File: src/rtl/alu.sv
`default_nettype none
// ============================================================================
// Module   : alu
// Purpose  : Registered 16-bit ADD/SUB/AND/OR unit with Z/N/C/V status flags;
//            one-cycle latency, a new operation accepted every clock.
// Revision : 1.0 - initial release
// ============================================================================
module alu #(
    parameter int WIDTH = 16
) (
    input  logic             clk,
    input  logic             rst_n,
    input  logic [WIDTH-1:0] A,
    input  logic [WIDTH-1:0] B,
    input  logic [1:0]       ALU_op,
    output logic [WIDTH-1:0] result,
    output logic             Z,
    output logic             N,
    output logic             C,
    output logic             V
);

    localparam logic [1:0] c_OP_ADD = 2'b00;
    localparam logic [1:0] c_OP_SUB = 2'b01;
    localparam logic [1:0] c_OP_AND = 2'b10;
    localparam logic [1:0] c_OP_OR  = 2'b11;
    localparam int         c_MSB    = WIDTH - 1;

    logic             w_sub;
    logic [WIDTH-1:0] w_b_eff;
    logic [WIDTH:0]   w_sum;
    logic [WIDTH-1:0] w_result_d;
    logic             w_z_d;
    logic             w_n_d;
    logic             w_c_d;
    logic             w_v_d;

    logic [WIDTH-1:0] r_result_q;
    logic             r_z_q;
    logic             r_n_q;
    logic             r_c_q;
    logic             r_v_q;

    // SUB shares the adder as A + ~B + 1, so carry-out doubles as "no borrow"
    // and one overflow rule (equal operand signs, result sign flips) covers both.
    always_comb begin
        w_sub      = (ALU_op == c_OP_SUB);
        w_b_eff    = w_sub ? ~B : B;
        w_sum      = {1'b0, A} + {1'b0, w_b_eff} + {{WIDTH{1'b0}}, w_sub};
        w_result_d = '0;
        w_c_d      = 1'b0;
        w_v_d      = 1'b0;
        case (ALU_op)
            c_OP_ADD, c_OP_SUB: begin
                w_result_d = w_sum[WIDTH-1:0];
                w_c_d      = w_sum[WIDTH];
                w_v_d      = (A[c_MSB] == w_b_eff[c_MSB]) && (w_sum[c_MSB] != A[c_MSB]);
            end
            c_OP_AND: w_result_d = A & B;
            c_OP_OR:  w_result_d = A | B;
            default:  w_result_d = '0;
        endcase
        w_z_d = (w_result_d == '0);
        w_n_d = w_result_d[c_MSB];
    end

    always_ff @(posedge clk) begin
        if (!rst_n) begin
            r_result_q <= '0;
            r_z_q      <= 1'b0;
            r_n_q      <= 1'b0;
            r_c_q      <= 1'b0;
            r_v_q      <= 1'b0;
        end else begin
            r_result_q <= w_result_d;
            r_z_q      <= w_z_d;
            r_n_q      <= w_n_d;
            r_c_q      <= w_c_d;
            r_v_q      <= w_v_d;
        end
    end

    assign result = r_result_q;
    assign Z      = r_z_q;
    assign N      = r_n_q;
    assign C      = r_c_q;
    assign V      = r_v_q;

endmodule
`default_nettype wire

File: config.mk
export PLATFORM = sky130hd
export DESIGN_NAME = alu
export DESIGN_NICKNAME = d
export VERILOG_FILES = /design/src/rtl/alu.sv
export SDC_FILE = /design/constraint.sdc
export NUM_CORES = 1
export LEC_CHECK = 0
export CELL_PAD_IN_SITES_DETAIL_PLACEMENT = 0
export CELL_PAD_IN_SITES_GLOBAL_PLACEMENT = 1
export CORE_ASPECT_RATIO = 0.5
export CORE_MARGIN = 5
export CORE_UTILIZATION = 38
export CTS_CLUSTER_DIAMETER = 50
export DETAILED_ROUTE_END_ITERATION = 12
export PLACE_DENSITY = 0.88
export SLEW_MARGIN = 20
export SYNTH_ARGS = -nofsm -noshare
export SYNTH_HDL_FRONTEND = slang
export SYNTH_SLANG_ARGS = --single-unit
File: constraint.sdc
create_clock -name clk -period 14.1 [get_ports clk]
set_clock_uncertainty 0.15 [all_clocks]
set_input_delay 2.115 -clock clk [delete_from_list [all_inputs] [get_ports clk]]
set_output_delay 2.115 -clock clk [all_outputs]
set_load 0.01 [all_outputs]
Yosys cells after proc, flatten, opt, wreduce, memory -nomap -nowiden. Cells that the tools add are included. W data, S select, Z words.

Bits in registers: 20. Logic and storage cells: 22. Input port bits: 36. Output and inout bits: 20.

Reduce and logical (&&, ||, !) cells: 5. Add/sub/neg operators: 2. Bitwise logic cells: 3. Equal/unequal tests: 5. Mux-type cells: 2.

Operators by type and width (number): $pmux W16 S3 (1); $add A16 B16 Y17 (1); $add A17 B1 Y17 (1); $and A16 B16 Y16 (1); $logic_not A16 Y1 (1); $mux W16 (1); $not A16 Y16 (1); $or A16 B16 Y16 (1); $eq A2 B2 Y1 const B (2); $eq A2 B1 Y1 const B (1); $logic_not A2 Y1 (1); $reduce_and A2 Y1 (1); $reduce_or A2 Y1 (1); $eq A1 B1 Y1 (1); $logic_and A1 B1 Y1 (1); $ne A1 B1 Y1 (1).

Longest topological paths before layout. Gate-level depths: netlist of run 1.

Depth after elaboration: 6. Mapped depth: 15. Mapped depth without buffers: 12.

Worst setup path before layout of run 1. Ideal clock, no wire load.

Path kind: input-to-reg. From: in ALU_op[1]. To: reg r_z_q (netlist: Z). Slack: 8.186 ns. Stages: 14. Data required time: 13.847 ns. Setup time: 0.103 ns. Data arrival time: 5.660 ns. Path buffers: 2. Cells stage by stage: inv_1 clkbuf_1 nand2_1 clkbuf_1 xnor2_1 fa_1 a21oi_4 o211ai_2 or3_1 a21oi_1 a31oi_1 or4_1 a2111o_1 a2111oi_2.

Longest elaborated chain between the ends: 6. Elaborated cells on any way between the ends: 10. Those cells by class: add/sub (2); eq/ne (3); mux (2); reduce/logical (3).

Ends and longest elaborated chain: start: declaration (RTL line 15) `input logic [1:0] ALU_op,`; $eq A2 B1 Y1 (RTL line 47, 53); $mux W16 (RTL line 48) `w_b_eff = w_sub ? ~B : B;`; $add A16 B16 Y17 (RTL line 49) `w_sum = {1'b0, A} + {1'b0, w_b_eff} + {{WIDTH{1'b0}}, w_sub};`; $add A17 B1 Y17 (RTL line 49); $pmux W16 S3 (*) (RTL line 53) `case (ALU_op)`; $logic_not A16 Y1 (*) (RTL line 63) `w_z_d = (w_result_d == '0);`; end signal: assignment (RTL line 76) `r_z_q <= w_z_d;`; end: declaration (RTL line 39) `logic r_z_q;`.

Mark *: on every way between the ends. The rest lies on a longest branch, timed or not. A chain may end at the register's enable or synchronous reset.

Worst setup path after layout of run 1. Same ends and word-level chain as after synthesis.

==> results.toml, run 1 <==
[synthesis]
syn_avg_cell_area_um2 = 8.04
synth_cells = 245
yosys-mux-area-fraction = 0.0152
synth_top_area_frac = 0.193
synth_top_cell_by_area = "dfxtp_1"
synth_compound_area_frac = 0.237
ys_seq_area_frac = 0.193
synth-edff-count = 0
synth_area_leaders = "dfxtp_1, ha_1, xnor2_1, maj3_1, o21ai_0"
yosys_warnings = 0
synth_fa_ha_area_frac = 0.188
synth_ff_type = "dfxtp_1"
synth-xor-area-share = 0.120
synth_top_family_by_area = "compound AO/OA/AOI/OAI gates"
synth_cell_types = 51
synthArstFlopShare = 0
synth_area_um2 = 1970
syn-num-nets = 302
yosys.area_share.simple = 0.208
synth-seq-cells = 19

[route]
wl_um = 5210
drt-initial-drc-count = 75
firstDrtPassIters = 4
viasPerCell = 5.39
routedWlPerCell_um = 14.4
vias = 1956
drc = 0
drtAntennaViolNets = 0

[global_route]
antenna_found_initial = 0
grt_usage = 0.151
grt_pass1_wl_um = 8290
grt_pass1_vias = 1843
grt_max_degree = 32
overflow = 0

[worst_setup_path]
cp_top_family = "simple AND/OR/NAND/NOR gates"
path_class = "in -> reg"
critPathLaunchType = "primary input"
critPathMaxFanout = 31
critPathCaptureType = "register"
crit_required_ns = 14.11
arrival_ns = 6.66
cp_slowest_cell = "nand2_1"
critPathMaxStageDelay_ns = 0.72
path_buf_inv = 3
crit_path_cell_trace = "clkdlybuf4s50_1 -> buf_4 -> inv_1 -> nand2_1 -> xnor2_1 -> fa_1 -> a21oi_4 -> o211ai_2 -> or3_1 -> a21oi_1 -> a31oi_1 -> or4_1 -> a2111o_1 -> a2111oi_2"

[sta]
period_minus_slack_ns = 6.66
rsz0062_at_grt = "no"
slew-limit-headroom = 0.417
final_max_slew_viol_count = 0
whs_ns = 2.49
final_hold_viol_count = 0
max_freq_mhz = 150
post-route-period-util = 0.472
setup_viol = 0
fin_setup_tns_ns = 0
worst_pin_slew_ns = 0.872

[hold_path]
hold_depth = 3
hold_end = "V"
holdCritStartpoint = "A[15]"
hold_class = "in -> reg"

[clocking]
clockBufferDepth = 2
cts_setup_buffers = 0
cts_tree = "built"
numCtsBuffers = 3
clockRootBuffer = "clkbuf_8"
cts-resized-gates = 0
clock_sinks = 19
cts_hold_buf = 0
cts_max_level = 1
clk_pin_slew_worst_paths_ns = 0.06

[place]
placed_cell_area_um2 = 2570
place_congestion = 0.888
dp_hpwl_um = 4270
port_buffers = 55

[final_layout]
postLayoutCoreUtil = 0.525
fin_nets = 351
seqCellArea_um2 = 380
multi_input_area_um2 = 1510
syn_to_final_growth_pct = 32.5
diodes = 0
drive_gt1_frac = 0.0375
post-route-cell-area_um2 = 2610
nFillCells = 478

[die]
chipWidth_um = 112
row_count = 18
die_area_um2 = 6810
initial_core_util = 0.396
fp.coreArea_um2 = 4980
die_h_um = 60.9
num_io_pins = 56

[power_and_ir_drop]
p_per_area_nw_per_um2 = 81.8
peakVddDrop_v = 0.0000474
p_leak_uw = 0.00102

[run_status]
outcome = "finished, final reports clean"

[flow_run]
cap_violations = 0
## layout make-up
class / instances / area share
multi-input cells: 208 / 0.580
repair buffers: 57 / 0.217
flip-flops and latches: 19 / 0.146
well taps: 70 / 0.0335
clock buffers: 4 / 0.0172
inverters: 5 / 0.00719
## cell usage in the layout, fill, tap and decap left out, types with 10 or more instances in the layout
cell	n
a21oi_1	17
clkdlybuf4s50_1	55
dfxtp_1	19
ha_1	20
maj3_1	10
nand2_1	25
nor2_1	11
o21ai_0	19
xnor2_1	23
## flip-flops by register name, summed over array words and instances (netlist names)
register and count:
result 16, V 1, C 1, Z 1
## how the worst max path moves through the flow
stage                   start  endpoint  slack [ns]  cells after the start
finish              ALU_op[1]         Z        7.44                     14
global route        ALU_op[1]         Z        7.12                     14
CTS                 ALU_op[1]         Z        7.44                     14
detailed placement  ALU_op[1]         Z        7.18                     14
global placement    ALU_op[1]         Z        7.26                     14
floorplan           ALU_op[1]         Z        8.19                     14
## report_power, final
part | total (uW) | internal (uW) | switching, uW
Clock | 36.7 | 20.1 | 16.7
Sequential | 61.2 | 59.7 | 1.50
Combinational | 116 | 56.5 | 59.2
Total | 214 | 136 | 77.3
## per-stage QoR
stage          setup slack (ns)  total power [uW]  std cells
2_1_floorplan              8.19               137        245
3_3_place_gp               7.26               176        359
3_5_place_dp               7.18               177        359
4_1_cts                    7.44               215        363
5_1_grt                    7.12               229        363
6_report                   7.44               214        363
## cells by family after synthesis
logic type                 Yosys count
AOI/OAI and AO/OA                   68
and+or+nand+nor                     79
buffers and inverters               18
xor gates and xnor gates            27
DFF                                 19
muxes                                3
adders and majority gates           31
## metal layers
metal / wire length, um / vias to the layer above / global-route usage
met4: 34 / 0 / 0.0347
met3: 251 / 7 / 0.0309
met2: 2490 / 45 / 0.270
met5: 0 / - / 0
met1: 2440 / 921 / 0.192
li1: - / 983 / -
## synth_stat cells (all sizes together), types with 2 or more instances
cell,count
o21a,2
a211oi,2
nor2b,6
a21o,4
buf,2
o41ai,2
and2,8
o211ai,2
nand2b,3
xor2,4
dfxtp,19
o211a,3
nand3,7
nand2,25
maj3,10
nor3b,2
or3,2
mux2i,3
nor3,5
a21oi,18
clkbuf,11
and3,2
o31a,2
inv,5
nor4b,2
nor2,11
o21ai,19
o2111ai,2
o21bai,2
ha,20
a31oi,3
xnor2,23
No activity file was read; power rests on OpenSTA's default activity.
==> inputs of run 2 (changes only) <==
CORE_UTILIZATION = 32   (was 38)
PLACE_DENSITY = 0.79   (was 0.88)
clock period = 5.42 ns   (was 14.1 ns; I/O delays follow)
==> results.toml, run 2 (synthesis results as in run 1) <==
[run_status]
outcome = "finished, final reports clean"

[clocking]
cts_setup_buffers = 0
clock_sinks = 19
clk_pin_slew_worst_paths_ns = 0.05
clockRootBuffer = "clkbuf_16"
numCtsBuffers = 3
cts-resized-gates = 0
clockBufferDepth = 2
cts_hold_buf = 0
cts_tree = "built"
cts_max_level = 1

[place]
place_congestion = 0.904
place_ws_ns = 0.833
port_buffers = 55
dp_hpwl_um = 4230

[worst_setup_path]
crit_required_ns = 5.42
critPathLaunchType = "primary input"
path_class = "in -> reg"
crit_path_cell_trace = "clkdlybuf4s50_1 -> inv_1 -> nand2_1 -> buf_4 -> xnor2_1 -> ha_1 -> nand2_1 -> nor2_1 -> o41ai_1 -> nand2_1 -> a211oi_2 -> xnor2_1 -> a2111o_1 -> a2111oi_2"
arrival_ns = 4.36
critPathCaptureType = "register"
critPathMaxFanout = 11
cp_slowest_cell = "o41ai_1"
cp_common_cell = "nand2_1"
critPathMaxStageDelay_ns = 0.54

[route]
firstDrtPassIters = 4
drt-initial-drc-count = 125
drc = 0
vias = 1905
viasPerCell = 4.97
routedWlPerCell_um = 13.8
wl_um = 5300
drtAntennaViolNets = 0

[sta]
worst_pin_slew_ns = 0.546
setup_viol = 0
final_hold_viol_count = 0
whs_ns = 1.23
rsz0062_at_grt = "no"
final_max_slew_viol_count = 0
max_freq_mhz = 229
timing.final.ws_setup_ns = 1.06
slew-limit-headroom = 0.631
fin_setup_tns_ns = 0
period_minus_slack_ns = 4.36
post-route-period-util = 0.804

[die]
chipWidth_um = 121
fp.coreArea_um2 = 6030
num_io_pins = 56
die_h_um = 65.5
die_area_um2 = 7920
initial_core_util = 0.327
row_count = 20

[final_layout]
seqCellArea_um2 = 380
nFillCells = 599
fin_nets = 353
syn_to_final_growth_pct = 36.3
final_cell_mix = "clkdlybuf4s50_1, nand2_1, xnor2_1"
final_common_cell = "clkdlybuf4s50_1"
largest_register_ffs = 16
multi_input_area_um2 = 1510
diodes = 0
drive_gt1_frac = 0.0475

[power_and_ir_drop]
seq_power_share = 0.259
p_leak_uw = 0.00104
peakVddDrop_v = 0.0000939
p_total_uw = 615
p_per_area_nw_per_um2 = 229
clkPwrFrac = 0.250
switching_share = 0.345
intPower_uw = 403
p_sw_uw = 212
comb_power_share = 0.491

[global_route]
grt_max_degree = 31
antenna_found_initial = 0
grt_usage = 0.139
grt_pass1_wl_um = 9010
overflow = 0
grt_pass1_vias = 1884

[hold_path]
hold_depth = 4
hold_class = "in -> reg"

[flow_run]
cap_violations = 0
[run 2: cell count changes in the layout (fill, tap and decap cells not counted)]
cell	previous run	this run
buf_4	2	4
clkbuf_1	1	0
clkbuf_16	0	3
clkbuf_8	3	0
clkinvlp_4	0	1
[run 2: critical path: cells and delay by family]
family	cells	cell delay, ns
AOI/OAI and AO/OA	4	1.48
xor gates and xnor gates	2	0.30
adders and majority gates	1	0.31
buffers and inverters	3	0.83
and+or+nand+nor	4	0.64
[run 2: through the flow]
stage / area [um2] / util / std cells
6_report: 2690 / 0.445 / 383
5_1_grt: 2690 / 0.445 / 383
4_1_cts: 2690 / 0.445 / 383
3_5_place_dp: 2600 / 0.432 / 379
3_3_place_gp: 2600 / 0.432 / 379
2_1_floorplan: 1970 / - / 245
[run 2: final timing paths]
check | start | to
setup / recovery | ALU_op[1] | Z
hold / removal | ALU_op[1] | Z
[run 2: layout make-up]
type	count	share of cell area
repair buffers	59	0.216
multi-input cells	208	0.564
clock inverters	1	0.00279
flip-flops and latches	19	0.142
clock buffers	3	0.0279
inverters	5	0.00699
well taps	88	0.0410
[run 2: routing by layer]
layer	share of wire	vias up	track usage
met1	0.48	888	0.185
met5	0	-	0
li1	-	981	-
met2	0.48	33	0.243
met3	0.041	3	0.0215
met4	0.0028	0	0.0198
[run 2: power by group through the flow]
stage | sequential, uW | clock [uW] | combinational (uW)
floorplan | 171 | 0 | 185
global placement | 163 | 0 | 298
detailed placement | 163 | 0 | 300
CTS | 160 | 157 | 302
global route | 161 | 165 | 335
finish | 159 | 153 | 302
